**src/rtl/iter_divider.sv**
```systemverilog
// iter_divider: iterative radix-2 restoring divider, valid/ready in and out, leading-zero early-out.
module iter_divider #(
    parameter logic EARLY_OUT = 1'b1
) (
    input  logic        clk,
    input  logic        rst_n,
    input  logic        div_valid,
    output logic        div_ready,
    input  logic        div_signed_i,
    input  logic [31:0] Z_i,
    input  logic [31:0] D_i,
    output logic        res_valid,
    input  logic        res_ready,
    output logic [31:0] q_o,
    output logic [31:0] s_o
);
    typedef enum logic [2:0] {IDLE, PREP, CALC, FIX, DONE} state_t;
    state_t      state_q, state_d;
    logic        sg_q, sg_d, qneg_q, qneg_d, sneg_q, sneg_d;
    logic [31:0] z_q, z_d, d_q, d_d, q_q, q_d, r_q, r_d, qo_q, qo_d, so_q, so_d;
    logic [5:0]  cnt_q, cnt_d, clz, k;
    logic [31:0] az, ad;
    logic [32:0] rp;
    logic        dz, early, ge;
    assign az    = (sg_q && z_q[31]) ? -z_q : z_q;
    assign ad    = (sg_q && d_q[31]) ? -d_q : d_q;
    assign dz    = d_q == '0;
    assign early = EARLY_OUT && az < ad;
    assign k     = EARLY_OUT ? clz : 6'd0;
    assign rp    = {r_q, z_q[31]};
    assign ge    = rp >= {1'b0, d_q};
    assign q_o   = qo_q;
    assign s_o   = so_q;
    always_comb begin
        clz = 6'd32;
        for (int i = 0; i < 32; i++) if (az[i]) clz = 6'(31 - i);
    end
    always_ff @(posedge clk) begin
        if (!rst_n) state_q <= IDLE;
        else        state_q <= state_d;
    end
    always_comb begin
        state_d = state_q;
        case (state_q)
            IDLE:    state_d = div_valid ? PREP : IDLE;
            PREP:    state_d = (dz || early) ? FIX : CALC;
            CALC:    state_d = (cnt_q == 6'd1) ? FIX : CALC;
            FIX:     state_d = DONE;
            DONE:    state_d = res_ready ? IDLE : DONE;
            default: state_d = IDLE;
        endcase
    end
    always_comb begin
        div_ready = state_q == IDLE;
        res_valid = state_q == DONE;
    end
    always_comb begin
        sg_d   = sg_q;
        qneg_d = qneg_q;
        sneg_d = sneg_q;
        z_d    = z_q;
        d_d    = d_q;
        q_d    = q_q;
        r_d    = r_q;
        cnt_d  = cnt_q;
        qo_d   = qo_q;
        so_d   = so_q;
        case (state_q)
            IDLE: if (div_valid) begin
                sg_d   = div_signed_i;
                z_d    = Z_i;
                d_d    = D_i;
                qneg_d = div_signed_i & (Z_i[31] ^ D_i[31]);
                sneg_d = div_signed_i & Z_i[31];
            end
            PREP: if (dz) begin
                // divide-by-zero result is returned raw, so suppress the sign fixup
                q_d    = '1;
                r_d    = z_q;
                qneg_d = 1'b0;
                sneg_d = 1'b0;
            end else if (early) begin
                q_d = '0;
                r_d = az;
            end else begin
                z_d   = az << k;
                d_d   = ad;
                q_d   = '0;
                r_d   = '0;
                cnt_d = 6'd32 - k;
            end
            CALC: begin
                r_d   = ge ? 32'(rp - {1'b0, d_q}) : rp[31:0];
                q_d   = {q_q[30:0], ge};
                z_d   = z_q << 1;
                cnt_d = cnt_q - 6'd1;
            end
            FIX: begin
                qo_d = qneg_q ? -q_q : q_q;
                so_d = sneg_q ? -r_q : r_q;
            end
            default: ;
        endcase
    end
    always_ff @(posedge clk) begin
        if (!rst_n) begin
            sg_q   <= 1'b0;
            qneg_q <= 1'b0;
            sneg_q <= 1'b0;
            z_q    <= '0;
            d_q    <= '0;
            q_q    <= '0;
            r_q    <= '0;
            cnt_q  <= '0;
            qo_q   <= '0;
            so_q   <= '0;
        end else begin
            sg_q   <= sg_d;
            qneg_q <= qneg_d;
            sneg_q <= sneg_d;
            z_q    <= z_d;
            d_q    <= d_d;
            q_q    <= q_d;
            r_q    <= r_d;
            cnt_q  <= cnt_d;
            qo_q   <= qo_d;
            so_q   <= so_d;
        end
    end
endmodule
```
**config.mk**
```make
export PLATFORM = sky130hd
export DESIGN_NAME = iter_divider
export DESIGN_NICKNAME = d
export VERILOG_FILES = /design/src/rtl/iter_divider.sv
export SDC_FILE = /design/constraint.sdc
export NUM_CORES = 1
export LEC_CHECK = 0
export ABC_AREA = 1
export CAP_MARGIN = 0
export CORE_ASPECT_RATIO = 0.8
export CORE_UTILIZATION = 45
export CTS_CLUSTER_SIZE = 8
export DETAILED_ROUTE_END_ITERATION = 10
export MAX_ROUTING_LAYER = met4
export PLACE_DENSITY = 0.61
export SYNTH_ARGS = -nofsm -noshare
export SYNTH_HDL_FRONTEND = slang
export SYNTH_SLANG_ARGS = --single-unit
```
**constraint.sdc**
```tcl
create_clock -name clk -period 9.59 [get_ports clk]
set_input_delay 1.4385 -clock clk [delete_from_list [all_inputs] [get_ports clk]]
set_output_delay 1.4385 -clock clk [all_outputs]
set_load 0.01 [all_outputs]
```
* After elaboration in Yosys (flattened, before gate mapping)
Index checks and enable logic that the tools add are counted.
Storage, ports and cells: flip-flop bits (word level) 204, bits of input ports 69, output and inout bits 66, logic and storage cells 109
Operators by class: $add $sub $neg 7, $lt $le $gt $ge 2, eq/ne operators 9, shift operators 1, muxes and demuxes 63, bitwise operators 3, reductions and logical operators 13
Operators with widths (count):
- $mux 32 | 14
- $mux 6 | 34
- $pmux 32 s2 | 3
- $neg 32->32 | 4
- $pmux 32 s3 | 1
- $ge 33x32->1 | 1
- $logic_not 32->1 | 1
- $lt 32x32->1 | 1
- $shl 32x6->32 | 1
- $sub 32x32->32 | 1
- $pmux 3 s5 | 1
- $pmux 6 s2 | 1
- $ne 2x2->1 const B | 4
- $reduce_and 4->1 | 2
- $eq 3x2->1 const B | 2
- $eq 6x1->1 const B | 1
- $mux 1 | 6
- $reduce_and 3->1 | 2
- $sub 6x1->6 const B | 1
- $sub 6x6->6 const A | 1
- $pmux 1 s2 | 2
- $reduce_bool 2->1 | 2
- $eq 3x1->1 const B | 1
- $eq 3x3->1 const B | 1
- other kinds (8) | 10

* Longest topological paths before layout
depth after elaboration 38, gate-level depth with buffers 42, mapped depth without buffers 41

* Least setup slack after synthesis
OpenSTA, ideal clock, no wires.
path kind flip-flop to flip-flop, from register d_q[1], to register z_q[30], library setup time 109 ps, arrival 4719 ps, required time 9481 ps, path slack 4761 ps, cell stages (with the launch flop) 31, buffers on the path 2, clock period less this slack 4829 ps, path through dfxtp_1 nor3_1 inv_1 nor3_1 inv_1 nor3_1 and3_1 inv_1 nor3_1 nand2_1 o31ai_1 nand2_1 nor2_1 nand2_1 a211oi_1 o21ai_0 xor2_1 ha_1 nand4_1 nor3_1 a221oi_1 a21boi_0 nor2_1 nor2_1 nor2_1 o21ai_0 clkbuf_1 clkbuf_1 a21oi_1 nand2_1 inv_1
On the way: cells in the longest elaborated chain, start to end 5, elaborated cells between the ends (all ways) 7, those cells by class add/sub: 1; order compare: 1; eq/ne: 2; mux: 1; reduce/logical: 2
RTL lines:
- from (decl) | RTL line 20 | logic [31:0] z_q, z_d, d_q, d_d, q_q, q_d, r_q, r_d, qo_q, qo_d, so_q, so_d;
- from (signal assigned) | RTL line 111 | d_q <= '0;
- from (signal assigned) | RTL line 122 | d_q <= d_d;
- $neg 32->32 | RTL line 26 | assign ad = (sg_q && d_q[31]) ? -d_q : d_q;
- $mux 32 | RTL line 26
- $lt 32x32->1 | RTL line 28 | assign early = EARLY_OUT && az < ad;
- $ne 2x2->1 (no source line)
- $reduce_and 4->1 (no source line) (*)
- to (signal assigned) | RTL line 121 | z_q <= z_d;
- to (decl) | RTL line 20
Mark *: on every way between the ends. The rest lies on a longest branch, timed or not. A chain may end at the register's enable or synchronous reset.

* Final worst setup path
from register d_q[0], to register r_q[23]
On the way: cells in the longest elaborated chain, start to end 6, elaborated cells between the ends (all ways) 10, those cells by class add/sub: 2; order compare: 2; mux: 5; reduce/logical: 1
RTL lines:
- $neg 32->32 | RTL line 26
- $mux 32 | RTL line 26
- $lt 32x32->1 | RTL line 28
- $mux 32 | RTL line 82 | end else if (early) begin
- $mux 32 | RTL line 76 | PREP: if (dz) begin
- $pmux 32 s2 (*) | RTL line 68 | case (state_q)
- to (signal assigned) | RTL line 124 | r_q <= r_d;
- to (decl) | RTL line 20
Marked as above.

==> metrics.yaml <==
run_status:
  status: "complete, no violations"
worst_setup_path:
  r2r_cells: 30
  critical_path_class: "register to register"
  cp-end-kind: "register"
  worstPathRequired_ns: 10.03
  timing.critical_path.mode_cell: "inv_1"
  endpoint: "r_q[23]"
  slowest_stage: "clkinv_1"
  rr_endpoint: "r_q[23]"
  critPathMaxStageDelay_ns: 0.90
  r2r-start: "d_q[0]"
  cp-start-kind: "register"
  cp_max_fo: 27
  crit_start: "d_q[0]"
  reg2reg_slack_ns: 3.06
  arrival_ns: 6.97
yosys:
  synth_xor_area_frac: 0.0624
  synthArstFlopShare: 0
  yosys.area.top_type_share: 0.253
  synth_top_family_by_area: "simple AND/OR/NAND/NOR gates"
  synthAdderAreaFrac: 0.0555
  synth.avg_cell_area_sq_um: 6.40
  netlist_top_cells_area: "dfxtp_1, nand2_1, nand3_1"
  syn-num-nets: 2662
  synthMuxAreaShare: 0
  synth-edff-count: 0
  synth_ff_type: "dfxtp_1"
  ys_ff_latch: 204
  ys_warn_count: 0
  syn_inst: 2522
  yosysUniqueCellTypes: 62
  synthSimpleGateAreaFrac: 0.294
  synth_area_sq_um: 16200
  synth-compound-area-share: 0.225
  ys_seq_area_frac: 0.253
  yosys.area.top_type: "dfxtp_1"
detailed_routing:
  viasPerCell: 5.85
  via_count: 17837
  wl_per_cell_um: 20.6
  wl_um: 62800
  final_antenna_net_count: 0
  drt_iter0_drc: 2233
  drc: 0
  first_pass_iters: 5
sta:
  fin_setup_tns_ns: 0
  min_period_ns: 6.53
  clock_skew_ns: 0.0183
  rsz0062_at_grt: "false"
  tightest_slew_ns: 1.19
  drv_slew: 0
  clock.fmax_ghz: 0.153
  finalCritPeriodShare: 0.681
  report.final.setup_viol: 0
  maxSlewHeadroom: 0.201
  report.final.hold_viol_count: 0
global_route:
  grt_antenna_before_repair: 3
  grt_pass1_wl_um: 94800
  grt_max_degree: 88
  grt_remaining_overflow: 0
  track_usage: 0.349
  grt_pass1_vias: 15907
cells_and_area:
  drive_above_1_share: 0.0544
  synthToLayoutAreaGrowth_pct: 14.2
  nNetsFinal: 2715
cts:
  cts_max_level: 1
  cts_buffer_depth: 3
  cts_tree: "done"
  clkLatencyLatePin_ns: 0.56
  cts_resized: 0
  postCtsHoldBufs: 0
  cts_setup_buffers: 0
  cts_num_sinks: 204
  clk_pin_slew_worst_paths_ns: 0.05
  numCtsBuffers: 29
  root_buffer: "clkbuf_16"
floorplanning:
  io_pins: 135
  fp.coreArea_sq_um: 35000
  die_w_um: 214
  die_h_um: 171
  initial_utilization: 0.461
  die-area_sq_um: 36700
  rows: 61
placement:
  dp_hpwl_um: 45700
  gp_congestion: 1.01
  portBuffers: 134
run:
  drv_cap: 0
min_path:
  hold_class: "register to register"
-- cells in the final DEF, fill, tap and decap left out, types with 3 or more instances in the layout --
cell type,n
a211oi_1,26
a21boi_0,4
a21o_1,17
a21oi_1,173
a21oi_2,7
a221oi_1,29
a31oi_1,43
a41oi_1,6
buf_4,26
clkbuf_16,29
clkdlybuf4s50_1,133
dfxtp_1,204
diode_2,3
ha_1,70
inv_1,294
inv_2,19
nand2_1,508
nand2_2,12
nand2_4,3
nand3_1,258
nand3_2,12
nand4_1,22
nor2_1,192
nor2_2,4
nor3_1,47
nor3_2,3
nor4_1,12
o211ai_1,29
o21a_1,3
o21ai_0,181
o21ai_1,23
o21bai_1,3
o221ai_1,36
o31ai_1,8
or2_2,4
xnor2_1,27
xor2_1,72
xor2_2,7
-- critical path, delay by kind of cell, from the launching register on --
| family | cells | cell delay (ns) |
|---|---|---|
| and+or+nand+nor | 15 | 2.67 |
| adders and majority gates | 1 | 0.33 |
| DFF | 1 | 0.34 |
| buffers and inverters | 7 | 1.38 |
| AOI/OAI and AO/OA | 7 | 1.69 |
-- cells by family (layout without fill, tap and decap cells) --
| family | after synthesis | count (layout) |
|---|---|---|
| compound gates | 600 | 600 |
| xor+xnor | 107 | 107 |
| fa+ha+maj | 71 | 71 |
| buf+inv | 452 | 505 |
| flops | 204 | 204 |
| other cells | 0 | 3 |
| simple gates | 1088 | 1088 |
-- synthesized netlist by cell type (all sizes together) (2+ instances only) --
library cell	instances
a211oi	26
a21boi	4
a21o	17
a21oi	181
a221oi	30
a31oi	43
a41oi	6
buf	32
clkbuf	105
clkinv	3
dfxtp	204
ha	70
inv	312
nand2	523
nand3	270
nand3b	2
nand4	22
nor2	197
nor3	50
nor4	13
o211ai	31
o21a	3
o21ai	207
o21bai	3
o221ai	36
o31ai	9
or2	6
xnor2	27
xor2	80
-- routing by layer --
| layer | vias to the layer above | wire length (um) | track usage | part of all wire |
|---|---|---|---|---|
| met3 | 104 | 6040 | 0.0604 | 0.096 |
| li1 | 8612 | - | - | - |
| met1 | 8302 | 28100 | 0.483 | 0.45 |
| met5 | - | 0 | - | 0 |
| met2 | 819 | 26500 | 0.515 | 0.42 |
| met4 | 0 | 2050 | 0.109 | 0.033 |
-- through the flow --
step                      area [sq um]  instances   util  hold WS, ns  worst slack, ns
after floorplan                  16200       2522      -        0.459             4.76
after global placement           17700       3016  0.505        0.480             3.60
after detailed placement         17700       3016  0.505        0.485             3.34
after CTS                        18400       3047  0.526        0.493             3.30
after global routing             18400       3049  0.527        0.509             2.39
final                            18400       3050  0.527        0.494             3.06
-- worst min path at each step --
stage | from | end | slack, ns | cells after the start
after floorplan | cnt_q[1] | cnt_q[1] | 0.46 | 2
after global placement | cnt_q[1] | cnt_q[1] | 0.48 | 2
after detailed placement | cnt_q[1] | cnt_q[1] | 0.48 | 2
after CTS | cnt_q[1] | cnt_q[1] | 0.49 | 2
after global routing | cnt_q[1] | cnt_q[1] | 0.51 | 2
final | cnt_q[1] | cnt_q[1] | 0.49 | 2
-- registers in the layout (all words and copies together) (netlist names) --
register	flops
qneg_q	1
s_o	32
cnt_q	6
d_q	32
state_q	3
sneg_q	1
r_q	32
sg_q	1
q_q	32
q_o	32
z_q	32
-- final cells by class --
class,instances,area (sq um)
Clock inverter,1,5.00
Multi-Input combinational cell,1866,10300
Antenna cell,3,7.51
Inverter,315,1180
Tap cell,472,591
Timing Repair Buffer,159,1530
Sequential cell,204,4080
Clock buffer,30,729
Fill cell,3546,16600
Power is not shown: default switching activity piles up to over one toggle a cycle in this logic, so the estimate is an artifact.
